[config.mk]
export PLATFORM = sky130hd
export DESIGN_NAME = noc_route_decoder
export DESIGN_NICKNAME = d
export VERILOG_FILES = /design/src/rtl/noc_route_decoder.sv
export SDC_FILE = /design/constraint.sdc
export NUM_CORES = 1
export LEC_CHECK = 0
export CELL_PAD_IN_SITES_DETAIL_PLACEMENT = 0
export CELL_PAD_IN_SITES_GLOBAL_PLACEMENT = 1
export CORE_MARGIN = 5
export CORE_UTILIZATION = 37
export DETAILED_ROUTE_END_ITERATION = 8
export DONT_BUFFER_PORTS = 1
export GPL_TIMING_DRIVEN = 0
export PLACE_DENSITY = 0.72
export SLEW_MARGIN = 20
export SYNTH_ARGS = -nofsm -noshare
export SYNTH_HDL_FRONTEND = slang
export SYNTH_HIERARCHICAL = 1
export SYNTH_SLANG_ARGS = --single-unit
[constraint.sdc]
create_clock -name clk -period 2.3 [get_ports clk]
set_input_delay 0.23 -clock clk [delete_from_list [all_inputs] [get_ports clk]]
set_output_delay 0.23 -clock clk [all_outputs]
set_load 0.02 [all_outputs]
[src/rtl/noc_route_decoder.sv]
// Clocked two-way NoC route decoder: one flit per cycle is steered to port 0
// or port 1. The route decision is published on a separate select channel.
// Per-port FIFOs decouple the ports, and per-port counters track delivered flits.

// Pointer-based FIFO: log2(D) index bits plus a wrap bit, with the head shown combinationally.
module noc_route_fifo #(
    parameter int unsigned W = 9,
    parameter int unsigned D = 2
) (
    input  logic         clk,
    input  logic         reset_n,
    input  logic         push,
    input  logic [W-1:0] wdata,
    input  logic         pop,
    output logic [W-1:0] rdata,
    output logic         valid,
    output logic         full
);
    localparam int unsigned AW = $clog2(D);

    logic [W-1:0] mem [D];
    logic [AW:0]  wptr;
    logic [AW:0]  rptr;

    assign valid = (wptr != rptr);
    assign full  = (wptr[AW-1:0] == rptr[AW-1:0]) && (wptr[AW] != rptr[AW]);
    assign rdata = mem[rptr[AW-1:0]];

    // Storage and pointers. Reset clears the contents so that the heads read zero.
    always_ff @(posedge clk or negedge reset_n) begin
        if (!reset_n) begin
            wptr <= '0;
            rptr <= '0;
            for (int i = 0; i < int'(D); i++) begin
                mem[i] <= '0;
            end
        end else begin
            if (push && !full) begin
                mem[wptr[AW-1:0]] <= wdata;
                wptr              <= wptr + (AW+1)'(1);
            end
            if (pop && valid) begin
                rptr <= rptr + (AW+1)'(1);
            end
        end
    end
endmodule

module noc_route_decoder #(
    parameter int unsigned              DATA_W    = 9,
    parameter int unsigned              ADDR_W    = 4,
    parameter bit                       MODE      = 1'b1,
    parameter logic [ADDR_W-1:0]        NODE_ADDR = 4'b1000,
    parameter logic [ADDR_W-1:0]        NODE_MASK = 4'b1110,
    parameter int unsigned              DEPTH     = 2,
    parameter int unsigned              CNT_W     = 16
) (
    input  logic              clk,
    input  logic              reset_n,
    input  logic [DATA_W-1:0] in_data,
    input  logic              in_valid,
    output logic              in_ready,
    output logic [DATA_W-1:0] out0_data,
    output logic              out0_valid,
    input  logic              out0_ready,
    output logic [DATA_W-1:0] out1_data,
    output logic              out1_valid,
    input  logic              out1_ready,
    output logic              s_data,
    output logic              s_valid,
    input  logic              s_ready,
    output logic [CNT_W-1:0]  cnt0,
    output logic [CNT_W-1:0]  cnt1
);
    localparam int unsigned LEVEL   = $countones(NODE_MASK);
    localparam int unsigned BIT_IDX = (LEVEL < ADDR_W) ? (ADDR_W - 1 - LEVEL) : 0;

    // Reject parameter sets that have no meaningful route bit or FIFO geometry.
    if (!MODE && (LEVEL >= ADDR_W)) begin : g_bad_level
        $error("noc_route_decoder: tree level equals address width");
    end
    if ((DEPTH < 2) || ((DEPTH & (DEPTH - 1)) != 0)) begin : g_bad_depth
        $error("noc_route_decoder: DEPTH must be a power of 2 and >= 2");
    end

    logic [ADDR_W-1:0] addr_c;
    logic              route_c;
    logic              accept_c;
    logic              full0;
    logic              full1;
    logic              full_s;

    assign addr_c = in_data[DATA_W-1 -: ADDR_W];

    // Route bit: masked compare in leaf mode, level-selected address bit in tree mode.
    always_comb begin
        route_c = 1'b0;
        if (MODE) begin
            route_c = ((addr_c & NODE_MASK) != NODE_ADDR);
        end else begin
            route_c = addr_c[BIT_IDX];
        end
    end

    // Ready depends only on stored state, so any full FIFO stalls every flit.
    assign in_ready = reset_n && !full0 && !full1 && !full_s;
    assign accept_c = in_valid && in_ready;

    noc_route_fifo #(.W(DATA_W), .D(DEPTH)) u_fifo0 (
        .clk     (clk),
        .reset_n (reset_n),
        .push    (accept_c && !route_c),
        .wdata   (in_data),
        .pop     (out0_ready),
        .rdata   (out0_data),
        .valid   (out0_valid),
        .full    (full0)
    );

    noc_route_fifo #(.W(DATA_W), .D(DEPTH)) u_fifo1 (
        .clk     (clk),
        .reset_n (reset_n),
        .push    (accept_c && route_c),
        .wdata   (in_data),
        .pop     (out1_ready),
        .rdata   (out1_data),
        .valid   (out1_valid),
        .full    (full1)
    );

    noc_route_fifo #(.W(1), .D(2*DEPTH)) u_fifo_s (
        .clk     (clk),
        .reset_n (reset_n),
        .push    (accept_c),
        .wdata   (route_c),
        .pop     (s_ready),
        .rdata   (s_data),
        .valid   (s_valid),
        .full    (full_s)
    );

    // Delivered-flit counters, wrapping modulo 2^CNT_W.
    always_ff @(posedge clk or negedge reset_n) begin
        if (!reset_n) begin
            cnt0 <= '0;
            cnt1 <= '0;
        end else begin
            if (out0_valid && out0_ready) cnt0 <= cnt0 + CNT_W'(1);
            if (out1_valid && out1_ready) cnt1 <= cnt1 + CNT_W'(1);
        end
    end
endmodule

# Word-level counts from Yosys, hierarchy flattened
# Index checks and enable logic that the tools add are counted.
[op_classes]
n_eq_ne = 10
n_reduce_logical = 22
order_cmp = 9
bitwise_logic = 6
muxes = 18
addsub = 8
[ops]
columns = ["op", "count"]
rows = [
  ["2-to-1 mux 9 bit", 8],
  ["bitwise mux 18 bit", 2],
  ["adder 16 x 1 -> 16 bit, second input constant", 2],
  ["demux 9 bit (select 1 bit)", 2],
  ["logical AND 1 bit", 18],
  ["adder 2 x 1 -> 2 bit, second input constant", 4],
  [">= comparator 2 bit, second input constant", 4],
  ["inverter 1 -> 2 bit", 4],
  ["adder 3 x 1 -> 3 bit, second input constant", 2],
  [">= comparator 3 bit, second input constant", 2],
  ["inverter 2 -> 3 bit", 2],
  ["bitwise mux 4 bit", 1],
  ["zero test 1 bit", 4],
  ["less-than comparator 2 x 1 -> 1 bit, second input constant", 2],
  ["inequality test 2 bit", 2],
  ["less-than comparator 3 x 1 -> 1 bit, second input constant", 1],
  ["2-to-1 mux 1 bit", 3],
  ["inequality test 1 bit", 3],
  ["inequality test 3 bit", 1],
  ["inequality test 3 bit, second input constant", 1],
  ["binary-select mux 1 bit (select 2 bit)", 1],
  ["demux 1 bit (select 2 bit)", 1],
  ["equality test 1 bit", 2],
  ["equality test 2 bit", 1],
]
[word_totals]
output_inout_bits = 55
in_bits = 15
reg_bits = 86
wordCells = 89

# Logic depth before layout (Yosys ltp)
[logic_depth]
ltp_word = 9
mapped_depth = 9
mapped_depth_nobuf = 8

# Cells and area by module
# Netlist, hierarchy kept.
[by_module_without_submodules]
columns = ["mod", "seq_area_each_um2", "instances", "area_per_inst_um2", "cells_per_inst"]
rows = [
  ["noc_route_decoder", 800.8, 1, 1443.9, 124],
  ["noc_route_fifo (u_fifo0)", 550.5, 1, 1032.2, 75],
  ["noc_route_fifo (u_fifo1)", 550.5, 1, 1009.7, 73],
  ["noc_route_fifo (u_fifo_s)", 250.2, 1, 614.3, 49],
]

# Least setup slack after synthesis
# Ideal clock, no wire load.
[synth_timing]
path_type = "flip-flop to flip-flop"
start = "reg u_fifo1.rptr[1]"
end = "reg u_fifo1/mem[0] (netlist name)"
path_buffers = 0
arrival_ps = 3084
path_stages_with_launch = 9
synth_period_minus_slack_ps = 3209
slack_ps = -909
cell_sequence = "dfrtp_1 -> xnor2_1 -> nor2_1 -> nor4b_1 -> nand2_1 -> a21oi_1 -> nand2_1 -> a21oi_2 -> mux2_2"
[synth_between]
elab_chain_cells = 8
[synth_rtl]
columns = ["element", "line_no", "rtl"]
rows = [
  ["from (decl)", "23", "logic [AW:0] rptr;"],
  ["from (signal assigned)", "43", "rptr <= rptr + (AW+1)'(1);"],
  ["inequality test 1 bit", "26", "assign full = (wptr[AW-1:0] == rptr[AW-1:0]) && (wptr[AW] != rptr[AW]);"],
  ["logical AND 1 bit", "26", ""],
  ["via full1", "90", "logic full1;"],
  ["zero test 1 bit", "106", "assign in_ready = reset_n && !full0 && !full1 && !full_s;"],
  ["logical AND 1 bit (2 in series)", "106", ""],
  ["via in_ready", "62", "output logic in_ready,"],
  ["logical AND 1 bit", "107", "assign accept_c = in_valid && in_ready;"],
  ["logical AND 1 bit", "123", ".push (accept_c && route_c),"],
  ["logical AND 1 bit", "38", "if (push && !full) begin"],
  ["to (signal, indexed assignment)", "39", "mem[wptr[AW-1:0]] <= wdata;"],
  ["to (decl)", "21", "logic [W-1:0] mem [D];"],
]
# The timed path passes the listed nets, and every way through them passes these cells.
# A chain may end at the register's enable or synchronous reset.

# Worst setup path after layout
[layout_timing]
start = "reg u_fifo1.rptr[1]"
end = "reg u_fifo1/mem[5] (netlist name)"
# Same word-level chain as after synthesis.

==> impl_summary.log <==
INFO  metric period_minus_slack = 2482 ps
INFO  metric synth_area_leaders = dfrtp_1 (52%), mux2_2 (16%), xnor2_1 (6.0%), xor2_1 (2.8%), ha_1 (2.1%)
INFO  metric cts_sinks = 86
INFO  metric hold_viol_final = 0
INFO  metric max_clock_freq = 402.9 MHz
INFO  metric layout_worst_path_cycle_share = 107.9%
INFO  metric setup_slack = -182.1 ps
INFO  metric clkPwrFrac = 15.6%
INFO  metric crit_path_top_delay_cell = dfrtp_2
INFO  metric ioPinCount = 70
INFO  metric crit_fanout = 5
INFO  metric synthesized_netlist_net_count = 343
INFO  metric worst-r2r-cell-count = 10
INFO  metric ys_ff_latch = 86
INFO  metric startpoint_type = register
INFO  metric start_util = 37.82%
INFO  metric post_route_design_area = 5443 um2
INFO  metric grt_overflow = 0
INFO  metric postRouteWirelength = 10,080 um
INFO  metric timing.hold.worst_path_depth = 1
INFO  metric tritoncts = done
INFO  metric yosysTopAreaCellShare = 52.49%
INFO  metric number_of_diodes_added_for_antenna_fixing = 0
INFO  metric place.gp.congestion = 0.7496
INFO  metric vdd_drop_max = 0.6074 mV
INFO  metric drt-wirelength-per-cell = 18.71 um
INFO  metric relative_contribution_of_combinational_cells_to_total_power = 49.0%
INFO  metric total_core_area = 10,840 um2
INFO  metric row_count = 38
INFO  metric cts-root-buf = clkbuf_8
INFO  metric post_synth.cell_area_avg = 12.77 um2
INFO  metric ctsHtreeMaxLevel = 3
INFO  metric switching_power = 3.158 mW
INFO  metric worst_pin_slew = 591.6 ps
INFO  metric route.vias.total = 2,832
INFO  metric path_cells = xnor2_4 > nor2_4 > nor4b_4 > nand2_2 > buf_6 > a21oi_4 > nand2_2 > a21oi_4 > buf_6 > mux2_4
INFO  metric netlist_instances = 321
INFO  metric die_h = 115.3 um
INFO  metric timing.slew.headroom = 60.43%
INFO  metric intPower = 4.517 mW
INFO  metric dpl.cell_count = 461
INFO  metric dpl_hpwl = 5809 um
INFO  metric synth_cell_types = 42
INFO  metric cts_buf_count = 9
INFO  metric drc_markers = 0
INFO  metric floorplan.die.width = 115.3 um
INFO  metric place_area = 4355 um2
INFO  metric maxSlewViolCount = 0
INFO  metric first_global_vias = 2,860
INFO  metric crit_required = 2550 ps
INFO  metric worst_clock_skew = 6.811 ps
INFO  metric max-clock-path-buffers = 2
INFO  metric final_core_util = 50.21%
INFO  metric worst_skew_pair.late_latency = 360 ps
INFO  metric ant_nets = 0
INFO  metric p_leak = 2.399 nW
INFO  metric drt-pass1-iter-count = 4
INFO  metric maxCapViolations = 0
INFO  metric netSwitchingFraction = 41.15%
INFO  metric synth.yosys.warnings = 6
INFO  metric crit_path_max_incr_delay = 470 ps
INFO  metric path_clk_slew = 90 ps
INFO  metric synthDominantAreaCellType = dfrtp_1
INFO  metric outcome = finished, violations left
INFO  metric layout-drive-gt1-share = 45.61%
INFO  metric via_per_inst = 5.254
INFO  metric min_path_type = primary input to register
INFO  metric post_synthesis_to_final_layout_area_growth = 32.74%
INFO  metric finish.cell_count_without_fillers = 539
INFO  metric critPathArrivalTime = 2730 ps
INFO  metric finish.net_count = 416
INFO  metric seqPwrFrac = 35.5%
INFO  metric failed_checks = negative setup slack
INFO  metric grt_antenna_before_repair = 0
INFO  metric synth.yosys.seq_area_share = 52.49%
INFO  metric design.die.area = 13,290 um2
INFO  metric globalRouteTotalUtil = 15.47%
INFO  metric drtIter0Drc = 179
INFO  metric worstSetupPathType = register to register
INFO  metric grt_pass1_wl = 15,790 um
INFO  metric setup_violation_total_in_the_final_timing_report = 42
INFO  metric worstSetupEndpointType = register
INFO  metric power.density_cell_area = 1410 nW/um2
INFO  metric grt_setup_unrepaired = true
INFO  metric synth.cell_area = 4100 um2
INFO  metric io_port_bufs = 0
INFO  metric grt_start_max_net_pins = 87
## through the flow
step / power, mW / hold slack, ps / setup slack, ps / TNS (ps)
5_1_grt: 8.115 / 0.8003 / -295.1 / -9638
2_1_floorplan: 4.707 / -65.59 / -169.5 / -2909
6_report: 7.674 / 22.23 / -182.1 / -4634
3_5_place_dp: 5.249 / -62.87 / -655.2 / -20210
4_1_cts: 7.375 / 1.027 / -266.4 / -7768
3_3_place_gp: 5.157 / -62.78 / -647.6 / -20050
## layout by cell type (no fill, tap or decap), types with 7 or more instances in the layout
cell           count
dfrtp_1           74
mux2_2            40
buf_4             34
xnor2_1           26
mux2_4            21
nand2_1           16
dlygate4sd3_1     14
buf_6             14
nand3_1           12
dfrtp_2           12
xor2_1            11
clkbuf_8          10
nor2_1             9
inv_1              7
ha_1               7
## metal layers
layer	track usage [%]	part of all wire [%]
met5	0	0
met4	5.790	2.0
met3	5.684	8.0
met2	25.27	48
met1	18.72	42
## logic make-up after synthesis
family	after synthesis	share of synthesized area [%]
AND/OR/NAND/NOR	73	9.826
multiplexers	66	18.37
flip-flops	86	52.49
adder cells (fa/ha/maj)	7	2.136
AO/OA/AOI/OAI	31	5.768
XOR/XNOR	44	9.948
buffers and inverters	14	1.465
## critical path, delay by kind of cell (launching register included)
family | cells | cell delay (ps)
simple gates | 4 | 760
flops | 1 | 470
buf+inv | 2 | 320
mux | 1 | 300
compound gates | 2 | 280
xor+xnor | 1 | 230
## power groups by stage
stage / registers, mW / logic (mW) / clock network, mW
floorplan: 2.57 / 2.14 / 0
global placement: 2.68 / 2.48 / 0
detailed placement: 2.71 / 2.54 / 0
CTS: 2.73 / 3.40 / 1.24
global route: 2.80 / 4.00 / 1.31
finish: 2.72 / 3.76 / 1.20
## sequential cells by signal, indices dropped and copies added (netlist names)
name and flops:
cnt0 16, u_fifo_s/rptr 3, u_fifo1/mem 18, u_fifo_s/mem 4
u_fifo_s/wptr 3, cnt1 16, u_fifo0/rptr 2, u_fifo0/wptr 2
u_fifo0/mem 18, u_fifo1/wptr 2, u_fifo1/rptr 2
## timing repair
item,in CTS,in global routing
hold endpoints to repair,117,2
hold buffers,13,2
cloned,4,0
buffers inserted,28,21
gates resized for setup,52,25
pin swaps,9,10
setup endpoints to repair,46,45
## final cells by class
| class | count | area, um2 |
|---|---|---|
| flip-flops and latches | 86 | 2167 |
| clock inverters | 5 | 81.33 |
| clock buffers | 11 | 141.4 |
| inverters | 8 | 35.03 |
| fillers | 933 | 5398 |
| well taps | 140 | 175.2 |
| repair buffers | 61 | 558.0 |
| plain buffers | 5 | 37.54 |
| multi-input cells | 223 | 2247 |
## Yosys cell counts (all sizes together)
| master | number |
|---|---|
| nor3 | 2 |
| xor2 | 15 |
| nand2 | 20 |
| nand4 | 8 |
| buf | 4 |
| nor2 | 11 |
| o31ai | 2 |
| mux2i | 1 |
| o211ai | 4 |
| nand2b | 1 |
| nor2b | 1 |
| and2 | 2 |
| nor4b | 1 |
| o31a | 1 |
| or2 | 3 |
| a21boi | 1 |
| mux2 | 64 |
| o21ai | 6 |
| nand3 | 12 |
| inv | 8 |
| ha | 7 |
| mux4 | 1 |
| and4 | 5 |
| and3 | 7 |
| dfrtp | 86 |
| o311ai | 6 |
| a31oi | 3 |
| clkbuf | 2 |
| xnor2 | 29 |
| a21oi | 8 |
## worst paths after layout
kind                                  from               to  slack, ps
min in group asynchronous          reset_n          cnt0[4]        470
hold / removal                  in_data[0]   u_fifo1/mem[9]         20
setup / recovery           u_fifo1/rptr[1]   u_fifo1/mem[5]       -180
max in group asynchronous          reset_n  u_fifo1/wptr[0]       1440
setup reg to reg           u_fifo1/rptr[1]   u_fifo1/mem[5]       -180
hold reg to reg            u_fifo_s/mem[1]  u_fifo_s/mem[1]        500
Note: power is estimated with default switching activity, not from simulation.
